==> src/rtl/mem_wb_pipe_stage_pkg.sv <==
// Shared types for the MEM->WB elastic stage: register-file widths, write-back
// payload layout and the occupancy states of the two-slot buffer.
package mem_wb_pipe_stage_pkg;

  localparam int REG_DATA_W = 32;
  localparam int REG_ADDR_W = 4;

  typedef struct packed {
    logic                  wb_en;
    logic                  mem_r;
    logic [REG_DATA_W-1:0] alu_res;
    logic [REG_DATA_W-1:0] mem_res;
    logic [REG_ADDR_W-1:0] dest;
  } wb_payload_t;

  typedef enum logic [1:0] {
    ST_EMPTY = 2'd0,
    ST_HALF  = 2'd1,
    ST_FULL  = 2'd2
  } slot_state_t;

  function automatic slot_state_t decode_state(input logic main_v, input logic skid_v);
    if (main_v && skid_v) return ST_FULL;
    else if (main_v)      return ST_HALF;
    else                  return ST_EMPTY;
  endfunction

endpackage

==> src/rtl/mem_wb_pipe_stage_stage_slot.sv <==
// One buffer entry of the MEM->WB stage: payload register plus valid bit.
// clear wins over load; clearing leaves the payload as it was.
module stage_slot #(
  parameter int W = 8
) (
  input  logic         clk,
  input  logic         rst,
  input  logic         load,
  input  logic         clear,
  input  logic [W-1:0] d,
  output logic [W-1:0] q,
  output logic         vld
);

  always_ff @(posedge clk or negedge rst) begin
    if (!rst) begin
      vld <= 1'b0;
      q   <= '0;
    end else if (clear) begin
      vld <= 1'b0;
    end else if (load) begin
      vld <= 1'b1;
      q   <= d;
    end
  end

endmodule

==> src/rtl/mem_wb_pipe_stage.sv <==
// MEM->WB elastic stage: main slot drives WB, skid slot absorbs one item so that
// in_ready never depends combinationally on out_ready. Optional stall counter
// output stall_cnt is built when MEM_WB_STALL_CNT_EN is defined.
module mem_wb_pipe_stage
  import mem_wb_pipe_stage_pkg::*;
#(
  parameter int DATA_W = REG_DATA_W,
  parameter int ADDR_W = REG_ADDR_W
`ifdef MEM_WB_STALL_CNT_EN
  ,
  parameter int CNT_W  = 16
`endif
) (
  input  logic              clk,
  input  logic              rst,
  input  logic              freeze,
  input  logic              flush,
  input  logic              in_valid,
  output logic              in_ready,
  input  logic              in_wb_en,
  input  logic              in_mem_r,
  input  logic [DATA_W-1:0] in_alu_res,
  input  logic [DATA_W-1:0] in_mem_res,
  input  logic [ADDR_W-1:0] in_dest,
  output logic              out_valid,
  input  logic              out_ready,
  output logic              out_wb_en,
  output logic              out_mem_r,
  output logic [DATA_W-1:0] out_alu_res,
  output logic [DATA_W-1:0] out_mem_res,
  output logic [ADDR_W-1:0] out_dest
`ifdef MEM_WB_STALL_CNT_EN
  ,
  output logic [CNT_W-1:0]  stall_cnt
`endif
);

  localparam int PLD_W = 2 + 2 * DATA_W + ADDR_W;

  logic [PLD_W-1:0] in_pld_p0;
  logic [PLD_W-1:0] main_d_p0;
  logic [PLD_W-1:0] main_pld_p1;
  logic [PLD_W-1:0] skid_pld_p1;
  logic             main_vld_p1;
  logic             skid_vld_p1;
  logic             main_wb_en_p1;
  logic             acc;
  logic             pop;
  logic             main_load;
  logic             main_clear;
  logic             main_from_skid;
  logic             skid_load;
  logic             skid_clear;
  slot_state_t      state;

  assign in_pld_p0 = {in_wb_en, in_mem_r, in_alu_res, in_mem_res, in_dest};

  assign in_ready = ~skid_vld_p1 & ~freeze & ~flush & rst;
  assign acc      = in_valid & in_ready;
  assign pop      = main_vld_p1 & out_ready & ~freeze;
  assign state    = decode_state(main_vld_p1, skid_vld_p1);

  // Freeze needs no term here: acc and pop are both forced low by it.
  always_comb begin
    main_load      = 1'b0;
    main_clear     = 1'b0;
    main_from_skid = 1'b0;
    skid_load      = 1'b0;
    skid_clear     = 1'b0;
    if (flush) begin
      main_clear = 1'b1;
      skid_clear = 1'b1;
    end else begin
      case (state)
        ST_EMPTY: main_load = acc;
        ST_HALF: begin
          if (acc && pop)  main_load  = 1'b1;
          else if (acc)    skid_load  = 1'b1;
          else if (pop)    main_clear = 1'b1;
        end
        ST_FULL: begin
          if (pop) begin
            main_load      = 1'b1;
            main_from_skid = 1'b1;
            skid_clear     = 1'b1;
          end
        end
        default: ;
      endcase
    end
  end

  assign main_d_p0 = main_from_skid ? skid_pld_p1 : in_pld_p0;

  // ---- p0 -> p1: slot registers ----
  stage_slot #(.W(PLD_W)) u_main (
    .clk   (clk),
    .rst   (rst),
    .load  (main_load),
    .clear (main_clear),
    .d     (main_d_p0),
    .q     (main_pld_p1),
    .vld   (main_vld_p1)
  );

  stage_slot #(.W(PLD_W)) u_skid (
    .clk   (clk),
    .rst   (rst),
    .load  (skid_load),
    .clear (skid_clear),
    .d     (in_pld_p0),
    .q     (skid_pld_p1),
    .vld   (skid_vld_p1)
  );

  assign {main_wb_en_p1, out_mem_r, out_alu_res, out_mem_res, out_dest} = main_pld_p1;
  assign out_valid = main_vld_p1;
  assign out_wb_en = main_wb_en_p1 & main_vld_p1;

`ifdef MEM_WB_STALL_CNT_EN
  function automatic logic [CNT_W-1:0] sat_inc(input logic [CNT_W-1:0] c);
    return (&c) ? c : c + CNT_W'(1);
  endfunction

  always_ff @(posedge clk or negedge rst) begin
    if (!rst) begin
      stall_cnt <= '0;
    end else if (main_vld_p1 && !out_ready && !freeze) begin
      stall_cnt <= sat_inc(stall_cnt);
    end
  end
`endif

endmodule

==> config.mk <==
export PLATFORM = sky130hd
export DESIGN_NAME = mem_wb_pipe_stage
export DESIGN_NICKNAME = d
export VERILOG_FILES = /design/src/rtl/mem_wb_pipe_stage_pkg.sv /design/src/rtl/mem_wb_pipe_stage_stage_slot.sv /design/src/rtl/mem_wb_pipe_stage.sv
export SDC_FILE = /design/constraint.sdc
export NUM_CORES = 1
export LEC_CHECK = 0
export CAP_MARGIN = 10
export CELL_PAD_IN_SITES_DETAIL_PLACEMENT = 1
export CELL_PAD_IN_SITES_GLOBAL_PLACEMENT = 1
export CORE_MARGIN = 1.5
export CORE_UTILIZATION = 36
export CTS_CLUSTER_DIAMETER = 150
export DETAILED_ROUTE_END_ITERATION = 8
export PLACE_DENSITY = 0.8
export SYNTH_ARGS = -nofsm -noshare
export SYNTH_HDL_FRONTEND = slang
export SYNTH_SLANG_ARGS = --single-unit
==> constraint.sdc <==
create_clock -name clk -period 1.7 [get_ports clk]
set_input_delay 0.17 -clock clk [delete_from_list [all_inputs] [get_ports clk]]
set_output_delay 0.17 -clock clk [all_outputs]
set_load 0.02 [all_outputs]
* Yosys cells after proc, flatten, opt, wreduce, memory -nomap -nowiden *
Index checks and enable logic that the tools add are counted.

operators by class
  eq/ne operators = 2
  mux-type cells = 22
  bitwise logic cells = 12
  reductions and logical operators = 7

operator list
  cell                count
  $mux 70             1
  $mux 1              19
  $and 1x1->1         7
  $not 1->1           5
  $reduce_and 2->1    2
  $reduce_bool 2->1   2
  $pmux 1 s3          1
  $eq 2x1->1 const B  1
  $eq 2x2->1 const B  1
  $logic_and 1x1->1   2
  $logic_not 2->1     1
  $mux 2              1

storage, ports and cells
  register bits = 142
  input bits = 76
  output and inout port bits = 72
  word-level logic and storage cells = 47

* Depth between registers and ports, before layout *
Gate-level depths: netlist of run 1.

  depth after elaboration = 11
  mapped depth = 6
  mapped depth without buffers = 4

* Cells and area by module *
A second synthesis of run 1 with hierarchy kept.

second synthesis, totals
  cells, all modules = 393
  area, all modules = 7,329.5 µm²

by module, submodules not included
  module             times used  cells an instance  area each (µm²)
  stage_slot         2           152                3,009.1
  mem_wb_pipe_stage  1           89                 1,311.3

* Least setup slack after synthesis of run 1 *
Ideal clock, no wire load.

  path kind = reg2reg
  start point = register u_skid.vld
  end point = register u_skid.q[0]
  arrival = 1,560 ps
  data required time = 1,575 ps
  setup slack = 14 ps
  stages on the path, launching flop included = 6
  path buffers = 1
  cell sequence = dfrtp_1 nor3_2 nand4_2 a21oi_4 buf_6 mux2_4

between the ends
  cells in the longest elaborated chain, start to end = 10
  elaborated cells on any way between the ends = 18
  those cells by class = eq/ne: 2; mux: 7; bitwise: 6; reduce/logical: 3

ends and longest elaborated chain
  element                                      line                                              text
  start: declaration                           mem_wb_pipe_stage_stage_slot.sv:12                output logic vld
  start signal: assignment                     mem_wb_pipe_stage_stage_slot.sv:17                vld <= 1'b0;
  start signal: assignment                     mem_wb_pipe_stage_stage_slot.sv:20                vld <= 1'b0;
  start signal: assignment                     mem_wb_pipe_stage_stage_slot.sv:22                vld <= 1'b1;
  $not 1->1                                    mem_wb_pipe_stage.sv:58                           assign in_ready = ~skid_vld_p1 & ~freeze & ~flush & rst;
  $and 1x1->1 (3 in a row)                     mem_wb_pipe_stage.sv:58
  $and 1x1->1                                  mem_wb_pipe_stage.sv:59                           assign acc = in_valid & in_ready;
  $mux 1 or $logic_and 1x1->1 (tied branches)  mem_wb_pipe_stage.sv:78, mem_wb_pipe_stage.sv:77
  $mux 1                                       mem_wb_pipe_stage.sv:77                           if (acc && pop) main_load = 1'b1;
  $mux 1                                       mem_wb_pipe_stage.sv:74                           case (state)
  $mux 1                                       mem_wb_pipe_stage.sv:70                           if (flush) begin
  $reduce_and 2->1 (no source line) *          n/a
  end signal: assignment                       mem_wb_pipe_stage_stage_slot.sv:18                q <= '0;
  end signal: assignment                       mem_wb_pipe_stage_stage_slot.sv:23                q <= d;
  end: declaration                             mem_wb_pipe_stage_stage_slot.sv:11                output logic [W-1:0] q,

Mark *: on every way between the ends. The rest lies on a longest branch, timed or not.
A chain may end at the register's enable or synchronous reset.

* Worst setup path in the final report of run 1 *
  start point = register u_main.vld
  end point = register u_main.q[21]

between the ends
  cells in the longest elaborated chain, start to end = 9
  elaborated cells on any way between the ends = 22
  those cells by class = eq/ne: 2; mux: 13; bitwise: 3; reduce/logical: 4

ends and longest elaborated chain
  element                            line                                              text
  start: declaration                 mem_wb_pipe_stage_stage_slot.sv:12
  start signal: assignment           mem_wb_pipe_stage_stage_slot.sv:17
  start signal: assignment           mem_wb_pipe_stage_stage_slot.sv:20
  start signal: assignment           mem_wb_pipe_stage_stage_slot.sv:22
  $and 1x1->1 (2 in a row)           mem_wb_pipe_stage.sv:60                           assign pop = main_vld_p1 & out_ready & ~freeze;
  $mux 1                             mem_wb_pipe_stage.sv:79, mem_wb_pipe_stage.sv:82
  $mux 1                             mem_wb_pipe_stage.sv:78                           else if (acc) skid_load = 1'b1;
  $mux 1                             mem_wb_pipe_stage.sv:77
  $mux 1                             mem_wb_pipe_stage.sv:74
  $mux 1                             mem_wb_pipe_stage.sv:70
  $not 1->1 (no source line)         n/a
  $reduce_and 2->1 (no source line)  n/a
  end signal: assignment             mem_wb_pipe_stage_stage_slot.sv:18
  end signal: assignment             mem_wb_pipe_stage_stage_slot.sv:23
  end: declaration                   mem_wb_pipe_stage_stage_slot.sv:11

Parallel ways exist; a longest one is shown, timed or not.

==> impl_results.md, run 1 <==
* Final Hold Viols at 0
* Failing checks: setup timing
* Vias/cell at 4.81
* Total track usage at 16.7%
* Status: finished with violations
* Die area at about 0.019 mm2
* I/O Buffers at approximately 150
* Remaining global-route overflow at 0
* Worst Clk Skew at approximately 0.0055 ns
* Minimum clock period at 1.73 ns
* Synth Register Bits at 142
* Gate power share at about a fifth
* Final period util at 102%
* Gpl congestion at about 0.76
* Number of global-route vias before repair at approximately 4600
* Post-DP Area at roughly 0.0078 mm2
* CP Max Fanout at 12
* Setup TNS at -0.244 ns
* Num rows at slightly below 50
* CTS tree: built
* First-pass GRT wire length at approximately 25 mm
* Worst path required time at about 2 ns
* Synthesis Warnings at 0
* Post-Syn Instances at 538
* Netlist Area Pre-Place at roughly 0.0066 mm2
* Final Instance Area at approximately 0.009 mm2
* Final ANT Viol Nets at 0
* Fill cells at between 1500 and 2000
* Final nets at 723
* Highest clock rate at roughly 580 MHz
* CTS max path bufs at 2
* Antenna violations before repair at 0
* Max-Cap Viols at 0
* Worst Path Class, Setup: reg2reg
* Sequential fraction of design power at 40.7%
* Relative slew slack at 53.4%
* RSZ-0062 raised after global routing: yes
* I/O pins at 148
* Hpwl dp at approximately 10 mm
* Total CTS buffers at 17
* Initial Util at between 30 and 40%
* Core region area at about 0.018 mm2
* Worst R2R Path Depth at 5
* Multi-input logic area at about 0.0025 mm2
* Setup violators final at 22
* CP startpoint kind: register
* PnR worst setup slack at -0.0271 ns
* Die Span Y at 139 um
* Number of synthesized flops with an enable pin at 0
* Fraction of layout cells with a size suffix above 1 at ~23%
* Sw Share at about 27%
* Worst-skew pair later-pin latency at 0.42 ns
* Register area at 0.00355 mm2
* Worst-margin pin slew at around 0.70 ns
* Pre-antenna DRT Iters at 3
* Power Internal at roughly 0.0075 W
* Clock root buffer: clkbuf_16
* Net count after synthesis at approximately 610
* WHS at 0.124 ns
* Ant. Diodes at 0
* Synth unique cells at 25
* Power Density at around 1100 mW/mm2
* Critical Path Start: u_main.vld
* Worst vdd ir at about 0.69 mV
* Register area share after synthesis at a little over half
* CTS Sinks at between 100 and 150
* Layout Area Growth over Synthesis at 37.5%
* Worst slack, placed at -0.366 ns
* Setup crit end kind: register
* Vias at ~4300
* Clock power share at 37.9%
* Leak at 3.96 nW
* DIE WIDTH at between 100 and 150 um
* Drt total wl at approximately 17 mm
* Ys flop type: dfrtp_1
* Overall power at between 0.01 and 0.015 W
* CTS clk-pin slew, worst paths at about 0.06 ns
* Switching power at around 0.0029 W
* Slew Limit Fails at 0
* R2R Path Start: u_main.vld
* Mapped Avg Cell Area at approximately 12 um2
* Drt wl/cell at 19.2 um
* Initial DRC count at 115
* Crit path DAT at 2.02 ns
* Ys async rst share at 100%
* Pin count of the biggest net entering global routing at between 80 and 90
* # DRC at 0
* Worst hold path type: in2async
* # H-tree levels at 4
cell usage after synthesis, drive strengths merged, types with 2 or more instances:
cell    instances  area share, %
buf            91             11
clkbuf          7           0.40
and2            2           0.21
and3b           2           0.28
nand2          71            4.0
nor2            3           0.17
inv             3           0.17
mux2           70             12
mux2i          70             11
dfrtp         142             54
o21ai          70            5.3
power groups by stage:
| stage | clock network, W | logic [W] | registers (W) |
|---|---|---|---|
| detailed placement | 0 | 0.00213 | 0.00428 |
| floorplan | 0 | 0.00148 | 0.00418 |
| CTS | 0.00405 | 0.00215 | 0.00422 |
| global placement | 0 | 0.00205 | 0.00424 |
| global route | 0.00419 | 0.00238 | 0.00429 |
| finish | 0.00394 | 0.00222 | 0.00423 |
repair_timing:
action                                  4_1_cts  5_1_grt
pin swaps                                     4        3
cloned                                        6        7
hold buffers                                  1        0
endpoints found under the setup margin       71      110
hold endpoints to repair                    142        0
resized for setup                             9       65
buffers inserted                              2        4
through the flow:
| step | utilization (%) | std cells |
|---|---|---|
| final | 50.6 | 889 |
| after global routing | 50.6 | 889 |
| after CTS | 48.3 | 878 |
| after detailed placement | 43.7 | 837 |
| after global placement | 43.7 | 837 |
| after floorplan | - | 538 |
flip-flops by register name, summed over array words and instances (netlist names):
name,flops
u_main.q,70
u_main.vld,1
u_skid.q,70
u_skid.vld,1
final cells by class:
cell class	count	share of cell area, %
Clock inverter	14	2.12
Multi-Input combinational cell	296	27.6
Tap cell	229	3.15
Sequential cell	142	39.1
Timing Repair Buffer	187	23.3
Inverter	3	0.124
Clock buffer	18	4.72
metal layers:
metal / track usage [%] / wire, um / up-vias
met5: 0 / 0 / -
met4: 4.93 / 201 / 0
met3: 5.18 / 814 / 20
met2: 28.9 / 8600 / 94
met1: 19.9 / 7410 / 2178
li1: - / - / 1987
critical path: stages, from the launching register on:
cell,delay (ns)
dfrtp_1,0.40
and3b_2,0.27
and3_4,0.27
bufbuf_16,0.32
mux2i_1,0.25
o21ai_1,0.09
cell usage in the layout (no fill, tap or decap):
master | synthesis | routed
o21ai_0 | 63 | 61
dlygate4sd3_1 | 0 | 1
dfrtp_1 | 142 | 142
and3_2 | 1 | 1
inv_6 | 0 | 1
clkbuf_16 | 0 | 23
and3_4 | 0 | 1
inv_1 | 3 | 3
mux2i_1 | 70 | 70
o21ai_1 | 7 | 9
mux2_2 | 60 | 3
bufinv_16 | 0 | 4
clkinv_2 | 0 | 3
a32oi_1 | 1 | 1
o221ai_4 | 1 | 1
buf_12 | 0 | 8
dlygate4sd2_1 | 0 | 1
clkinvlp_4 | 0 | 3
and2_2 | 1 | 1
mux2_4 | 10 | 67
clkdlybuf4s50_1 | 0 | 143
nor3_4 | 0 | 1
and3b_1 | 1 | 1
nand2_1 | 71 | 71
bufbuf_16 | 0 | 3
and2_1 | 1 | 1
buf_16 | 0 | 3
nand4_2 | 1 | 1
clkbuf_1 | 7 | 1
and3b_2 | 1 | 1
nor2_1 | 3 | 3
clkinv_4 | 0 | 3
buf_6 | 8 | 3
buf_4 | 69 | 19
a211oi_1 | 1 | 1
a21oi_4 | 1 | 1
path summary, 6_finish.rpt:
kind / endpoint / slack [ns]
worst min-delay path: u_skid.vld / 0.12
min in group clk: u_skid.q[67] / 0.40
worst max register to register: u_main.q[21] / -0.03
max in group asynchronous: u_skid.q[33] / 0.69
worst max-delay path: u_main.q[21] / -0.03
worst min register to register: u_main.q[33] / 0.48
kinds of logic (layout without fill, tap and decap cells):
logic type / Yosys count / in the layout / share of synthesized area [%]
AOI/OAI and AO/OA: 74 / 74 / 6.19
DFF: 142 / 142 / 53.7
muxes: 140 / 140 / 23.1
and+or+nand+nor: 81 / 82 / 5.14
buffers and inverters: 101 / 222 / 11.9
Note: power is estimated with default switching activity, not from simulation.
==> inputs of run 2 (changes only) <==
- CORE_UTILIZATION: 36 -> 37
- CTS_BUF_LIST: default -> sky130_fd_sc_hd__clkbuf_8
- CTS_CLUSTER_SIZE: default -> 24
- PLACE_DENSITY: 0.8 -> 0.82
==> run 2 against run 1 <==
Against the previous run:
- the flow still finishes with violations (setup timing)
- first-iteration DRC count grew 23%
- power shrank 12%
- critical path depth grew 1
- register-to-register slack lost 0.03 ns
- clock skew grew 0.0020 ns
- via count grew 1.6%
- worst hold slack lost 0.027 ns
- die area shrank 2.6%
- sequential power is essentially flat
- global-route usage grew 1.2 points
- non-clock buffer count grew 5
- utilization grew 0.18 points
- critical endpoint is now u_skid.q[16]
==> impl_results.md, run 2 (same netlist as run 1, synthesis figures left out) <==
* Final Hold Viols at 0
* # DRC at 0
* Total CTS buffers at 17
* Drt total wl at ~18 mm
* Status: finished with violations
* Worst hold path type: in2async
* CP Max Fanout at 12
* RSZ-0062 raised after global routing: yes
* Final ANT Viol Nets at 0
* CTS tree: built
* Gate power share at between 20% and 30%
* Ant. Diodes at 0
* First-pass GRT wire length at approximately 25 mm
* CTS Sinks at roughly 140
* Clock root buffer: clkbuf_8
* # H-tree levels at 4
* Fraction of layout cells with a size suffix above 1 at 23.2%
* Gpl congestion at 0.780
* Sw Share at 29.5%
* Relative slew slack at 53.6%
* Final nets at between 700 and 800
* Num rows at 48
* Leak at a little under 4 nW
* Most frequent cells in the layout: 143 x clkdlybuf4s50_1, 141 x dfrtp_1, 71 x nand2_1
* I/O Buffers at 147
* Core region area at between 0.015 and 0.02 mm2
* Failing checks: setup timing
* Max-Cap Viols at 0
* Fill cells at roughly 1800
* Highest clock rate at between 500 and 600 MHz
* Minimum clock period at 1.76 ns
* PnR worst setup slack at -0.0573 ns
* CP startpoint kind: register
* Total track usage at between 10% and 20%
* Final period util at 103%
* Final core utilization at 50.8%
* Layout Area Growth over Synthesis at 33.3%
* Clock power share at 29.5%
* Vias at between 4000 and 5000
* I/O pins at about 150
* Top Registers: u_main.q (70), u_skid.q (70)
* Worst-margin pin slew at approximately 0.7 ns
* CTS max path bufs at 2
* Initial DRC count at 141
* Number of global-route vias before repair at about 4700
* Worst Path Class, Setup: reg2reg
* Sequential fraction of design power at 46.2%
* Power Density at slightly above 1000 mW/mm2
* Vias/cell at approximately 4.9
* CTS clk-pin slew, worst paths at roughly 0.080 ns
* Slew Limit Fails at 0
* Worst path required time at 2.03 ns
* Pre-antenna DRT Iters at 4
* Pin count of the biggest net entering global routing at 73
* Setup violators final at 58
* Antenna violations before repair at 0
* Crit path DAT at about 2.1 ns
* Hpwl dp at 10.7 mm
* WHS at between 0.09 and 0.1 ns
* Commonest non-fill, non-tap cell in the layout: clkdlybuf4s50_1
* Initial Util at 38.1%
* Remaining global-route overflow at 0
* Setup crit end kind: register
* DIE WIDTH at about 140 um
* Switching power at between 0.002 and 0.003 W
* Worst-skew pair later-pin latency at around 0.44 ns
* Power Internal at around 0.0065 W
* Drt wl/cell at between 15 and 20 um
* Die area at 0.0187 mm2
* Die Span Y at roughly 140 um
* Worst Clk Skew at 0.00752 ns
* Worst vdd ir at between 0.4 and 0.5 mV
run 2: power groups by stage:
stage / Clock, W / Sequential [W] / Combinational [W]
4_1_cts: 0.00278 / 0.00422 / 0.00218
5_1_grt: 0.00293 / 0.00429 / 0.00238
2_1_floorplan: 0 / 0.00418 / 0.00148
3_5_place_dp: 0 / 0.00428 / 0.00214
6_report: 0.00270 / 0.00422 / 0.00223
3_3_place_gp: 0 / 0.00424 / 0.00205
run 2: final timing paths:
path	to	depth (start not counted)	slack [ns]	from
max in group asynchronous	u_main.q[40]	4	0.25	rst
worst min-delay path	u_main.q[5]	2	0.1	rst
worst max register to register	u_skid.q[16]	6	-0.06	u_skid.vld
worst min register to register	u_main.q[45]	2	0.48	u_main.q[45]
min in group clk	u_skid.q[65]	2	0.37	in_alu_res[29]
worst max-delay path	u_skid.q[16]	6	-0.06	u_skid.vld
run 2: cell type report:
class	count	area, um2	share of cell area, %
clock buffers	20	275	3.12
inverters	3	11.3	0.128
clock inverters	11	116	1.32
multi-input cells	295	2430	27.5
repair buffers	192	2160	24.4
well taps	225	282	3.19
flip-flops and latches	142	3550	40.3
run 2: worst max-delay path, stage by stage, from the launching register on:
cell and delay [ns]:
dfrtp_1 0.42, nor3_4 0.18, nand4_4 0.13, a21oi_4 0.23
buf_4 0.17, clkbuf_16 0.17, mux2_2 0.34
run 2: repair_timing:
action | in CTS | in global routing
setup endpoints to repair | 83 | 139
resized for setup | 31 | 27
cloned | 3 | 7
hold buffers | 1 | 0
hold endpoints to repair | 88 | 0
pin swaps | 4 | 1
setup buffers | 4 | 10
run 2: routing by layer:
| metal | vias to the layer above | GRT usage [%] | wire length, um |
|---|---|---|---|
| li1 | 1996 | - | - |
| met1 | 2211 | 21.2 | 7470 |
| met2 | 115 | 31.4 | 9170 |
| met3 | 26 | 4.63 | 709 |
| met4 | 0 | 6.26 | 367 |
| met5 | - | 0 | 0 |
run 2: stage by stage:
step | power (W) | worst slack [ns] | area, um2 | setup TNS [ns] | std cells
5_1_grt | 0.00960 | -0.132 | 8820 | -8.07 | 888
4_1_cts | 0.00919 | -0.0692 | 8440 | -2.18 | 871
3_5_place_dp | 0.00642 | -0.401 | 7850 | -41.28 | 832
3_3_place_gp | 0.00629 | -0.318 | 7850 | -32.89 | 832
2_1_floorplan | 0.00566 | 0.0145 | 6620 | 0 | 538
6_report | 0.00915 | -0.0573 | 8820 | -1.44 | 888
==> inputs of run 3 (changes only) <==
- CAP_MARGIN: 10 -> 20
- CELL_PAD_IN_SITES_DETAIL_PLACEMENT: 1 -> 0
==> run 3 against run 2 <==
Against the previous run:
- the flow still finishes with violations (setup timing)
- count of clock-buffer cells in the layout is 3 lower
- fmax decreased by 0.96%
- clock power is 3% higher
- clock skew rose by 0.0025 ns
- utilization fell by 1.2 points
- worst hold slack lost 0.0070 ns
- sequential share of layout area is 0.98 points higher
- first-iteration DRC count fell by 9.2%
- global-route usage decreased by 2.5 points
- sequential power is essentially flat
==> impl_results.md, run 3 (same netlist as run 1, synthesis figures left out) <==
* Overall power at between 0.009 and 0.01 W
* Worst Path Class, Setup: reg2reg
* Power Internal at around 0.0065 W
* Final ANT Viol Nets at 0
* Die area at approximately 0.019 mm2
* Critical Path Start: u_skid.vld
* Final nets at 717
* DIE WIDTH at between 100 and 150 um
* RSZ-0062 raised after global routing: yes
* Setup crit end kind: register
* Slew Limit Fails at 0
* Status: finished with violations
* Pre-antenna DRT Iters at 4
* Sequential fraction of design power at 46.2%
* I/O pins at about 150
* Final core utilization at 49.6%
* Die Span Y at 137 um
* Failing checks: setup timing
* Fill cells at around 1500
* # DRC at 0
* CP Max Fanout at 12
* Final period util at 104%
* Final Hold Viols at 0
* Layout Area Growth over Synthesis at 30.1%
* Initial DRC count at 128
* CTS max path bufs at 2
* Hpwl dp at approximately 9.2 mm
* Most frequent cells in the layout: 143 x clkdlybuf4s50_1, 142 x dfrtp_1, 71 x nand2_1
* Worst path required time at roughly 2 ns
* I/O Buffers at approximately 150
* Antenna violations before repair at 0
* Number of global-route vias before repair at between 4000 and 5000
* CTS tree: built
* Gpl congestion at just under 0.8
* Total CTS buffers at 17
* # H-tree levels at 4
* CTS Sinks at roughly 140
* Pin count of the biggest net entering global routing at between 70 and 80
* Ant. Diodes at 0
* Worst Clk Skew at around 0.01 ns
* Register area at ~0.0036 mm2
* First-pass GRT wire length at around 22 mm
* Worst-skew pair later-pin latency at between 0.4 and 0.5 ns
* CP startpoint kind: register
* Initial Util at 38.1%
* Clock root buffer: clkbuf_8
* Vias/cell at ~4.7
* PnR worst setup slack at -0.0744 ns
* Total track usage at 15.4%
* Final Instance Area at 0.00861 mm2
* Max-Cap Viols at 0
* Power Density at around 1100 mW/mm2
* Drt wl/cell at between 15 and 20 um
* Fraction of layout cells with a size suffix above 1 at 21.7%
* Gate power share at 23.4%
* Setup TNS at -2.10 ns
* Worst hold path type: in2async
* Worst-margin pin slew at 0.688 ns
* Num rows at 48
* Clock power share at 30.4%
* CTS clk-pin slew, worst paths at 0.08 ns
* Vias at around 4100
* Crit path DAT at 2.11 ns
* Highest clock rate at 564 MHz
* Minimum clock period at approximately 1.8 ns
* Relative slew slack at a little over half
* Multi-input logic area at 0.00240 mm2
* Core region area at 0.0174 mm2
* Switching power at ~0.0026 W
* R2R Path Start: u_skid.vld
* Top Registers: u_main.q (70), u_skid.q (70)
* Worst vdd ir at 0.577 mV
* Remaining global-route overflow at 0
* Leak at ~3.8 nW
* Post-DP Area at 0.00785 mm2
* Setup violators final at 42
* Commonest non-fill, non-tap cell in the layout: clkdlybuf4s50_1
* Drt total wl at between 10 and 15 mm
* Sw Share at between 20 and 30%
==> run 3: cell types whose count changed in the layout (fill, tap and decap cells not counted), moves of 2 or more <==
cell	delta
o21ai_0	+9
o21ai_1	-9
buf_4	-7
mux2_2	+6
mux2_4	-6
clkbuf_16	-4
clkinv_2	-4
buf_6	+3
clkbuf_8	-3
clkinv_4	+3
clkinvlp_4	+2
inv_1	+2
==> run 3: what timing repair did <==
action | 4_1_cts | 5_1_grt
cloned | 3 | 4
setup endpoints to repair | 71 | 93
endpoints found under the hold margin | 88 | 0
buffers inserted | 5 | 2
hold buffers | 1 | 0
pin swaps | 2 | 2
gates resized for setup | 15 | 26
==> run 3: final cells by class <==
cell class | count | share of cell area [%]
Timing Repair Buffer | 181 | 22.7
Clock buffer | 17 | 2.72
Inverter | 3 | 0.131
Tap cell | 225 | 3.27
Sequential cell | 142 | 41.3
Multi-Input combinational cell | 296 | 27.8
Clock inverter | 15 | 2.03
==> run 3: metrics by stage <==
step / hold slack [ns] / setup slack [ns] / std cells
final: 0.0904 / -0.0744 / 879
after global routing: 0.0665 / -0.166 / 879
after CTS: 0.0548 / -0.0292 / 873
after detailed placement: -0.0149 / -0.347 / 832
after global placement: -0.0201 / -0.318 / 832
after floorplan: -0.126 / 0.0145 / 538
==> run 3: power by group through the flow <==
| stage | Combinational [W] | Sequential [W] | Clock [W] |
|---|---|---|---|
| 3_5_place_dp | 0.00210 | 0.00426 | 0 |
| 4_1_cts | 0.00212 | 0.00421 | 0.00287 |
| 6_report | 0.00213 | 0.00420 | 0.00277 |
| 5_1_grt | 0.00230 | 0.00427 | 0.00303 |
| 2_1_floorplan | 0.00148 | 0.00418 | 0 |
| 3_3_place_gp | 0.00205 | 0.00424 | 0 |
==> run 3: layer usage <==
| layer | vias up | routed length, um | GRT usage (%) | part of all wire [%] |
|---|---|---|---|---|
| met5 | - | 0 | 0 | 0 |
| li1 | 1972 | - | - | - |
| met1 | 2067 | 6380 | 18.9 | 44 |
| met2 | 98 | 7180 | 26.1 | 50 |
| met3 | 12 | 638 | 4.30 | 4.4 |
| met4 | 0 | 183 | 5.26 | 1.3 |
==> run 3: final timing paths <==
kind	slack, ns	endpoint	depth (start not counted)
worst max-delay path	-0.07	u_skid.q[10]	6
worst min-delay path	0.09	u_main.q[6]	2
worst max register to register	-0.07	u_skid.q[10]	6
worst min register to register	0.48	u_main.q[45]	2
max in group asynchronous	0.29	u_main.q[41]	4
min in group clk	0.36	u_skid.q[63]	2
==> run 3: critical path, cell delays in order (launching register included) <==
cell	delay, ns
dfrtp_1	0.41
nor3_2	0.17
nand4_2	0.17
a21oi_4	0.16
buf_4	0.15
bufbuf_16	0.28
mux2_2	0.33
